===== config.mk =====
export PLATFORM = sky130hd
export DESIGN_NAME = eth_mac_10g_tx_pause_ctrl
export DESIGN_NICKNAME = d
export VERILOG_FILES = /design/src/rtl/eth_mac_10g_tx_pause_ctrl.sv
export SDC_FILE = /design/constraint.sdc
export NUM_CORES = 1
export LEC_CHECK = 0
export ABC_AREA = 0
export BUFFER_PORTS_ARGS = -buffer_cell sky130_fd_sc_hd__buf_2
export CORE_ASPECT_RATIO = 0.9
export CORE_UTILIZATION = 51
export CTS_BUF_LIST = sky130_fd_sc_hd__clkbuf_8
export CTS_CLUSTER_SIZE = 40
export DETAILED_ROUTE_END_ITERATION = 8
export GPL_TIMING_DRIVEN = 0
export PLACE_DENSITY = 0.91
export RECOVER_POWER = 100
export SLEW_MARGIN = 20
export SYNTH_ARGS = -nofsm -noshare
export SYNTH_HDL_FRONTEND = slang
export SYNTH_SLANG_ARGS = --single-unit

===== constraint.sdc =====
create_clock -name tx_clk -period 9.6 [get_ports tx_clk]
set_input_delay 2.88 -clock tx_clk [delete_from_list [all_inputs] [get_ports tx_clk]]
set_output_delay 2.88 -clock tx_clk [all_outputs]
set_load 0.03 [all_outputs]

===== src/rtl/eth_mac_10g_tx_pause_ctrl.sv =====
// 802.3x PAUSE controller between the TX FIFO and the 10G MAC TX stream.
// Injects local PAUSE frames and honours received quanta, only at frame boundaries.
module eth_mac_10g_tx_pause_ctrl #(
  parameter int unsigned DATA_WIDTH    = 64,
  parameter int unsigned KEEP_WIDTH    = DATA_WIDTH / 8,
  parameter int unsigned USER_WIDTH    = 1,
  parameter int unsigned QUANTA_CYCLES = 8,
  parameter int unsigned TIMER_WIDTH   = 19
) (
  input  logic                  tx_clk,
  input  logic                  tx_rst,

  input  logic [DATA_WIDTH-1:0] s_axis_tdata,
  input  logic [KEEP_WIDTH-1:0] s_axis_tkeep,
  input  logic                  s_axis_tvalid,
  output logic                  s_axis_tready,
  input  logic                  s_axis_tlast,
  input  logic [USER_WIDTH-1:0] s_axis_tuser,

  output logic [DATA_WIDTH-1:0] m_axis_tdata,
  output logic [KEEP_WIDTH-1:0] m_axis_tkeep,
  output logic                  m_axis_tvalid,
  input  logic                  m_axis_tready,
  output logic                  m_axis_tlast,
  output logic [USER_WIDTH-1:0] m_axis_tuser,

  input  logic                  tx_pause_send,
  input  logic [15:0]           tx_pause_quanta,
  input  logic                  rx_pause_valid,
  input  logic [15:0]           rx_pause_quanta,
  input  logic [47:0]           cfg_src_mac,
  input  logic                  cfg_rx_pause_enable,

  output logic                  stat_tx_pause_sent,
  output logic                  stat_rx_paused
);

  typedef enum logic [1:0] {StIdle, StData, StPauseFrm} state_e;

  state_e                 state_q, state_d;
  logic [2:0]             word_q, word_d;
  logic [TIMER_WIDTH-1:0] timer_q, timer_d;
  logic                   pending_q, pending_d;
  logic [15:0]            pend_quanta_q, pend_quanta_d;
  logic [15:0]            frm_quanta_q, frm_quanta_d;
  logic [47:0]            frm_sa_q, frm_sa_d;
  logic                   frm_start;
  logic [63:0]            pause_word;

  assign frm_start = (state_q == StIdle) && pending_q;

  // A request in the start cycle wins over the clear, so it re-arms a second frame.
  always_comb begin
    pend_quanta_d = pend_quanta_q;
    pending_d     = pending_q;
    frm_quanta_d  = frm_quanta_q;
    frm_sa_d      = frm_sa_q;
    if (frm_start) begin
      pending_d    = 1'b0;
      frm_quanta_d = pend_quanta_q;
      frm_sa_d     = cfg_src_mac;
    end
    if (tx_pause_send) begin
      pending_d     = 1'b1;
      pend_quanta_d = tx_pause_quanta;
    end
  end

  always_comb begin
    timer_d = timer_q;
    if (rx_pause_valid && cfg_rx_pause_enable) begin
      timer_d = TIMER_WIDTH'(rx_pause_quanta) * TIMER_WIDTH'(QUANTA_CYCLES);
    end else if (timer_q != '0) begin
      timer_d = timer_q - TIMER_WIDTH'(1);
    end
  end

  // Byte 0 of each word sits on tdata[7:0].
  always_comb begin
    pause_word = 64'h0;
    unique case (word_q)
      3'd0: pause_word = {frm_sa_q[39:32], frm_sa_q[47:40], 48'h0100_00C2_8001};
      3'd1: pause_word = {32'h0100_0888, frm_sa_q[7:0], frm_sa_q[15:8],
                          frm_sa_q[23:16], frm_sa_q[31:24]};
      3'd2: pause_word = {48'h0, frm_quanta_q[7:0], frm_quanta_q[15:8]};
      default: pause_word = 64'h0;
    endcase
  end

  always_comb begin
    state_d            = state_q;
    word_d             = word_q;
    s_axis_tready      = 1'b0;
    m_axis_tdata       = '0;
    m_axis_tkeep       = '0;
    m_axis_tvalid      = 1'b0;
    m_axis_tlast       = 1'b0;
    m_axis_tuser       = '0;
    stat_tx_pause_sent = 1'b0;
    stat_rx_paused     = (timer_q != '0);

    unique case (state_q)
      StIdle: begin
        if (pending_q) begin
          state_d = StPauseFrm;
          word_d  = 3'd0;
        end else if (timer_q == '0) begin
          s_axis_tready = m_axis_tready;
          m_axis_tdata  = s_axis_tdata;
          m_axis_tkeep  = s_axis_tkeep;
          m_axis_tvalid = s_axis_tvalid;
          m_axis_tlast  = s_axis_tlast;
          m_axis_tuser  = s_axis_tuser;
          if (s_axis_tvalid && m_axis_tready && !s_axis_tlast) begin
            state_d = StData;
          end
        end
      end
      StData: begin
        s_axis_tready = m_axis_tready;
        m_axis_tdata  = s_axis_tdata;
        m_axis_tkeep  = s_axis_tkeep;
        m_axis_tvalid = s_axis_tvalid;
        m_axis_tlast  = s_axis_tlast;
        m_axis_tuser  = s_axis_tuser;
        if (s_axis_tvalid && m_axis_tready && s_axis_tlast) begin
          state_d = StIdle;
        end
      end
      StPauseFrm: begin
        m_axis_tvalid = 1'b1;
        m_axis_tdata  = DATA_WIDTH'(pause_word);
        m_axis_tkeep  = (word_q == 3'd7) ? KEEP_WIDTH'(8'h0F) : KEEP_WIDTH'(8'hFF);
        m_axis_tlast  = (word_q == 3'd7);
        if (m_axis_tready) begin
          if (word_q == 3'd7) begin
            stat_tx_pause_sent = 1'b1;
            state_d            = StIdle;
          end else begin
            word_d = word_q + 3'd1;
          end
        end
      end
      default: state_d = StIdle;
    endcase

    // Outputs are forced low for the whole reset, not just from the next edge.
    if (tx_rst) begin
      s_axis_tready      = 1'b0;
      m_axis_tdata       = '0;
      m_axis_tkeep       = '0;
      m_axis_tvalid      = 1'b0;
      m_axis_tlast       = 1'b0;
      m_axis_tuser       = '0;
      stat_tx_pause_sent = 1'b0;
      stat_rx_paused     = 1'b0;
    end
  end

  always_ff @(posedge tx_clk or posedge tx_rst) begin
    if (tx_rst) begin
      state_q       <= StIdle;
      word_q        <= 3'd0;
      timer_q       <= '0;
      pending_q     <= 1'b0;
      pend_quanta_q <= 16'h0;
      frm_quanta_q  <= 16'h0;
      frm_sa_q      <= 48'h0;
    end else begin
      state_q       <= state_d;
      word_q        <= word_d;
      timer_q       <= timer_d;
      pending_q     <= pending_d;
      pend_quanta_q <= pend_quanta_d;
      frm_quanta_q  <= frm_quanta_d;
      frm_sa_q      <= frm_sa_d;
    end
  end

endmodule

==> results by group <==
Global route
  • Largest net degree at the start of global routing: 69
  • Number of global-route vias before repair: 6149
  • First-pass GRT wire length: 31150 microns
  • Antenna violations before repair: 0
  • Total gr overflow: 0
  • Total Routing Usage GR: 31.71%

Detailed routing
  • Drt first pass iters: 8
  • Drt first-iter violations: 553
  • Final WL: 20050 microns
  • # DRC: 0
  • Vias per inst: 6.352
  • Post-route ant nets: 0
  • Vias: 6543
  • Routed length per placed instance: 19.46 microns

Synthesis
  • Avg Synthesized Cell Area: 9.975 sq um
  • Synth async-reset ratio: 100.0%
  • Synth warnings: 0
  • Synthesized area: 0.006195 sq mm
  • Part of the Yosys area used for sequential elements: 42.42%
  • Ys flop type: dfrtp_1
  • Syn Inst Count: 621
  • Netlist cell types: 55
  • EDFF count, synth: 0
  • Synth Register Bits: 105
  • Net count after synthesis: 789

Critical path
  • Crit path DAT: 5.09 ns
  • Slowest cell delay on critical path: 0.41 ns
  • Critical path type: input port to primary output
  • Most common cell on crit path: clkbuf_1
  • Worst r2r path cells: 5
  • Crit start category: input port
  • Worst r2r dst: frm_sa_q[2]$_DFFE_PP0P_
  • Slowest-stage cell, CP: clkbuf_1
  • Cells along the critical path: clkbuf_1 -> inv_6 -> buf_16 -> nand2_1 -> clkbuf_1 -> a21oi_1 -> clkbuf_1
  • CP Max Fanout: 68
  • CP Data Required Time: 6.72 ns
  • Worst reg2reg path startpoint: state_q[1]$_DFFE_PP0P_
  • R2R setup slack: 6.96 ns
  • CP Capture Type: primary output

Clock tree
  • Max clock buf depth: 2
  • Clk sinks: 105
  • Post-CTS setup buffer count: 0
  • CTS H-Tree Depth: 3
  • Worst skew pair latency: 0.37 ns
  • CTS tree: built
  • Clk Tree Root Cell: clkbuf_8
  • CTS Hold Bufs: 0
  • CTS Buf Count: 9
  • Clock-pin transition on the worst setup and hold timing paths: 0.11 ns
  • Resized Gates After CTS: 0

Floorplan
  • Die ar.: 0.01259 sq mm
  • Die width: 118.2 microns
  • IO Count: 239
  • Die height: 106.6 microns
  • Initial Util: 53.31%
  • Core ar.: 0.01162 sq mm
  • Cell Rows: 37

Timing
  • F_max: 0.1255 GHz
  • Tightest Pin Transition: 1.098 ns
  • # setup viols final: 0
  • Period utilization: 83.00%
  • Clk_skew: 0.005482 ns
  • Max_slew headroom: 26.15%
  • RSZ-0062 raised after global routing: no
  • Min Tclk post-route: 7.968 ns
  • Fin. max-slew vios: 0
  • Final hold vios: 0
  • Final TNS setup: 0 ns
  • Final WS setup: 1.632 ns

Run
  • Max-cap violations: 0

Power and ir drop
  • Sequential group share of total power: 38.2%
  • PD cells: 249.2 mW/mm^2
  • Clock share of power: 15.3%
  • Leakage power: 3.120 nW
  • Int Power: 1.116 mW
  • Peak VDD IR: 185.3 uV
  • Sw Ratio: 41.93%
  • Comb power frac: 46.5%
  • Switching power total: 0.8055 mW

Placement
  • DPL Wire Length: 14790 microns
  • Routability cong.: 0.9072
  • Placement Setup Slack: 1.746 ns
  • Port Buffer Count: 236

Cells and area
  • Syn-to-layout area delta: 24.44%
  • Antenna Cells: 0
  • Fin nets: 1037
  • Number of fill cells: 1001
  • Share of layout cells above drive strength 1: 29.41%

Worst hold path
  • Cells on Worst Hold Path: 1
  • Hold EP: frm_quanta_q[1]$_DFFE_PP0P_
  • Hold_sp: frm_quanta_q[1]$_DFFE_PP0P_
  • Min-delay worst type: flip-flop to flip-flop

Run status
  • Status: complete, no violations
## layer usage
layer / GRT usage, % / vias up / part of all wire, %
met4: 10.44 / 0 / 2.1
met3: 6.438 / 50 / 10
met2: 54.20 / 451 / 49
met5: 0 / - / 0
met1: 40.22 / 3124 / 39
li1: - / 2918 / -
## cells in the final DEF (no fill, tap or decap), types with 8 or more instances in the layout
cell type	instances
a31oi_1	8
mux2_2	60
and3_1	17
inv_1	9
buf_2	165
a21oi_1	82
a22oi_1	45
nand4_1	64
a22o_1	17
nand2_1	11
dfrtp_1	105
clkbuf_8	9
or4_1	9
nor2_1	16
mux2_1	20
clkbuf_1	128
## how the worst max path moves through the flow
stage                start                to  slack, ns  depth (start not counted)
floorplan           tx_rst   m_axis_tdata[0]       0.26                          4
global placement    tx_rst  m_axis_tdata[11]      -1.65                          6
detailed placement  tx_rst  m_axis_tdata[18]       1.75                          7
CTS                 tx_rst  m_axis_tdata[18]       1.75                          7
global route        tx_rst  m_axis_tdata[11]       1.43                          7
finish              tx_rst  m_axis_tdata[11]       1.63                          7
## stage by stage
step	std cells	power, mW	util [%]	cell area [sq um]	hold slack, ns
finish	1030	1.921	66.34	7709	0.5013
global route	1030	2.036	66.34	7709	0.5252
CTS	1030	1.929	67.27	7816	0.5007
detailed placement	1014	1.634	65.48	7609	0.4755
global placement	1013	1.594	65.16	7571	0.4680
floorplan	621	1.370	-	6195	0.4590
## critical path, delay by kind of cell
kind / cells / cell delay [ns]
buffers and inverters: 5 / 1.57
and+or+nand+nor: 1 / 0.32
AOI/OAI and AO/OA: 1 / 0.28
## cell type report
type	count	area, sq um	share of cell area (%)
sequential	105	2628	34.09
tap	156	195.2	2.532
clock inverter	7	83.83	1.087
multi-input combinational	445	3279	42.54
clock buffer	9	123.9	1.607
buffer	61	254.0	3.295
timing repair buffer	237	1102	14.30
inverter	10	42.54	0.5519
## power by group through the flow
stage               Sequential (mW)  Clock, mW  Combinational [mW]
CTS                           0.729      0.298               0.902
global placement              0.727          0               0.868
floorplan                     0.702          0               0.668
finish                        0.734      0.293               0.894
global route                  0.755      0.315               0.966
detailed placement            0.736          0               0.898
## registers in the layout, indices dropped and copies added (netlist names)
name	count
pend_quanta_q	16
frm_sa_q	48
timer_q	19
state_q	2
pending_q	1
word_q	3
frm_quanta_q	16
## cells in the mapped netlist, types with 2 or more instances
| master | number | area (sq um) |
|---|---|---|
| a221oi_1 | 6 | 52.55 |
| a221o_1 | 2 | 20.02 |
| nor3b_1 | 2 | 15.01 |
| or3_1 | 2 | 12.51 |
| nand2b_1 | 3 | 18.77 |
| buf_4 | 2 | 15.01 |
| o41ai_1 | 3 | 26.28 |
| mux2_1 | 20 | 225.2 |
| a21oi_1 | 82 | 410.4 |
| o31ai_1 | 6 | 45.04 |
| a22o_1 | 17 | 148.9 |
| ha_1 | 7 | 87.58 |
| and3_1 | 17 | 106.4 |
| nor2b_1 | 5 | 31.28 |
| buf_2 | 15 | 75.07 |
| a31oi_1 | 8 | 50.05 |
| a22oi_1 | 45 | 337.8 |
| clkbuf_1 | 41 | 153.9 |
| buf_1 | 3 | 11.26 |
| o21ai_1 | 5 | 25.02 |
| o21ai_0 | 6 | 30.03 |
| a211oi_1 | 2 | 15.01 |
| nor4_2 | 4 | 50.05 |
| dfrtp_1 | 105 | 2628 |
| nand2_1 | 11 | 41.29 |
| nand3_1 | 6 | 30.03 |
| or4_1 | 9 | 67.56 |
| o211ai_1 | 3 | 22.52 |
| nand4_1 | 64 | 400.4 |
| nor2_1 | 16 | 60.06 |
| and2_1 | 3 | 18.77 |
| nor3_1 | 7 | 35.03 |
| o22ai_1 | 2 | 12.51 |
| inv_1 | 10 | 37.54 |
| mux2_2 | 60 | 675.7 |
| nor2_4 | 2 | 22.52 |
| xor2_1 | 2 | 17.52 |
## cells by family after synthesis
family / share of synthesized area (%)
DFF: 42.42
adders and majority gates: 1.414
and+or+nand+nor: 15.79
muxes: 14.70
buffers and inverters: 4.726
xor gates and xnor gates: 0.4242
AOI/OAI and AO/OA: 20.52
Power figures use the tool's default switching activity.
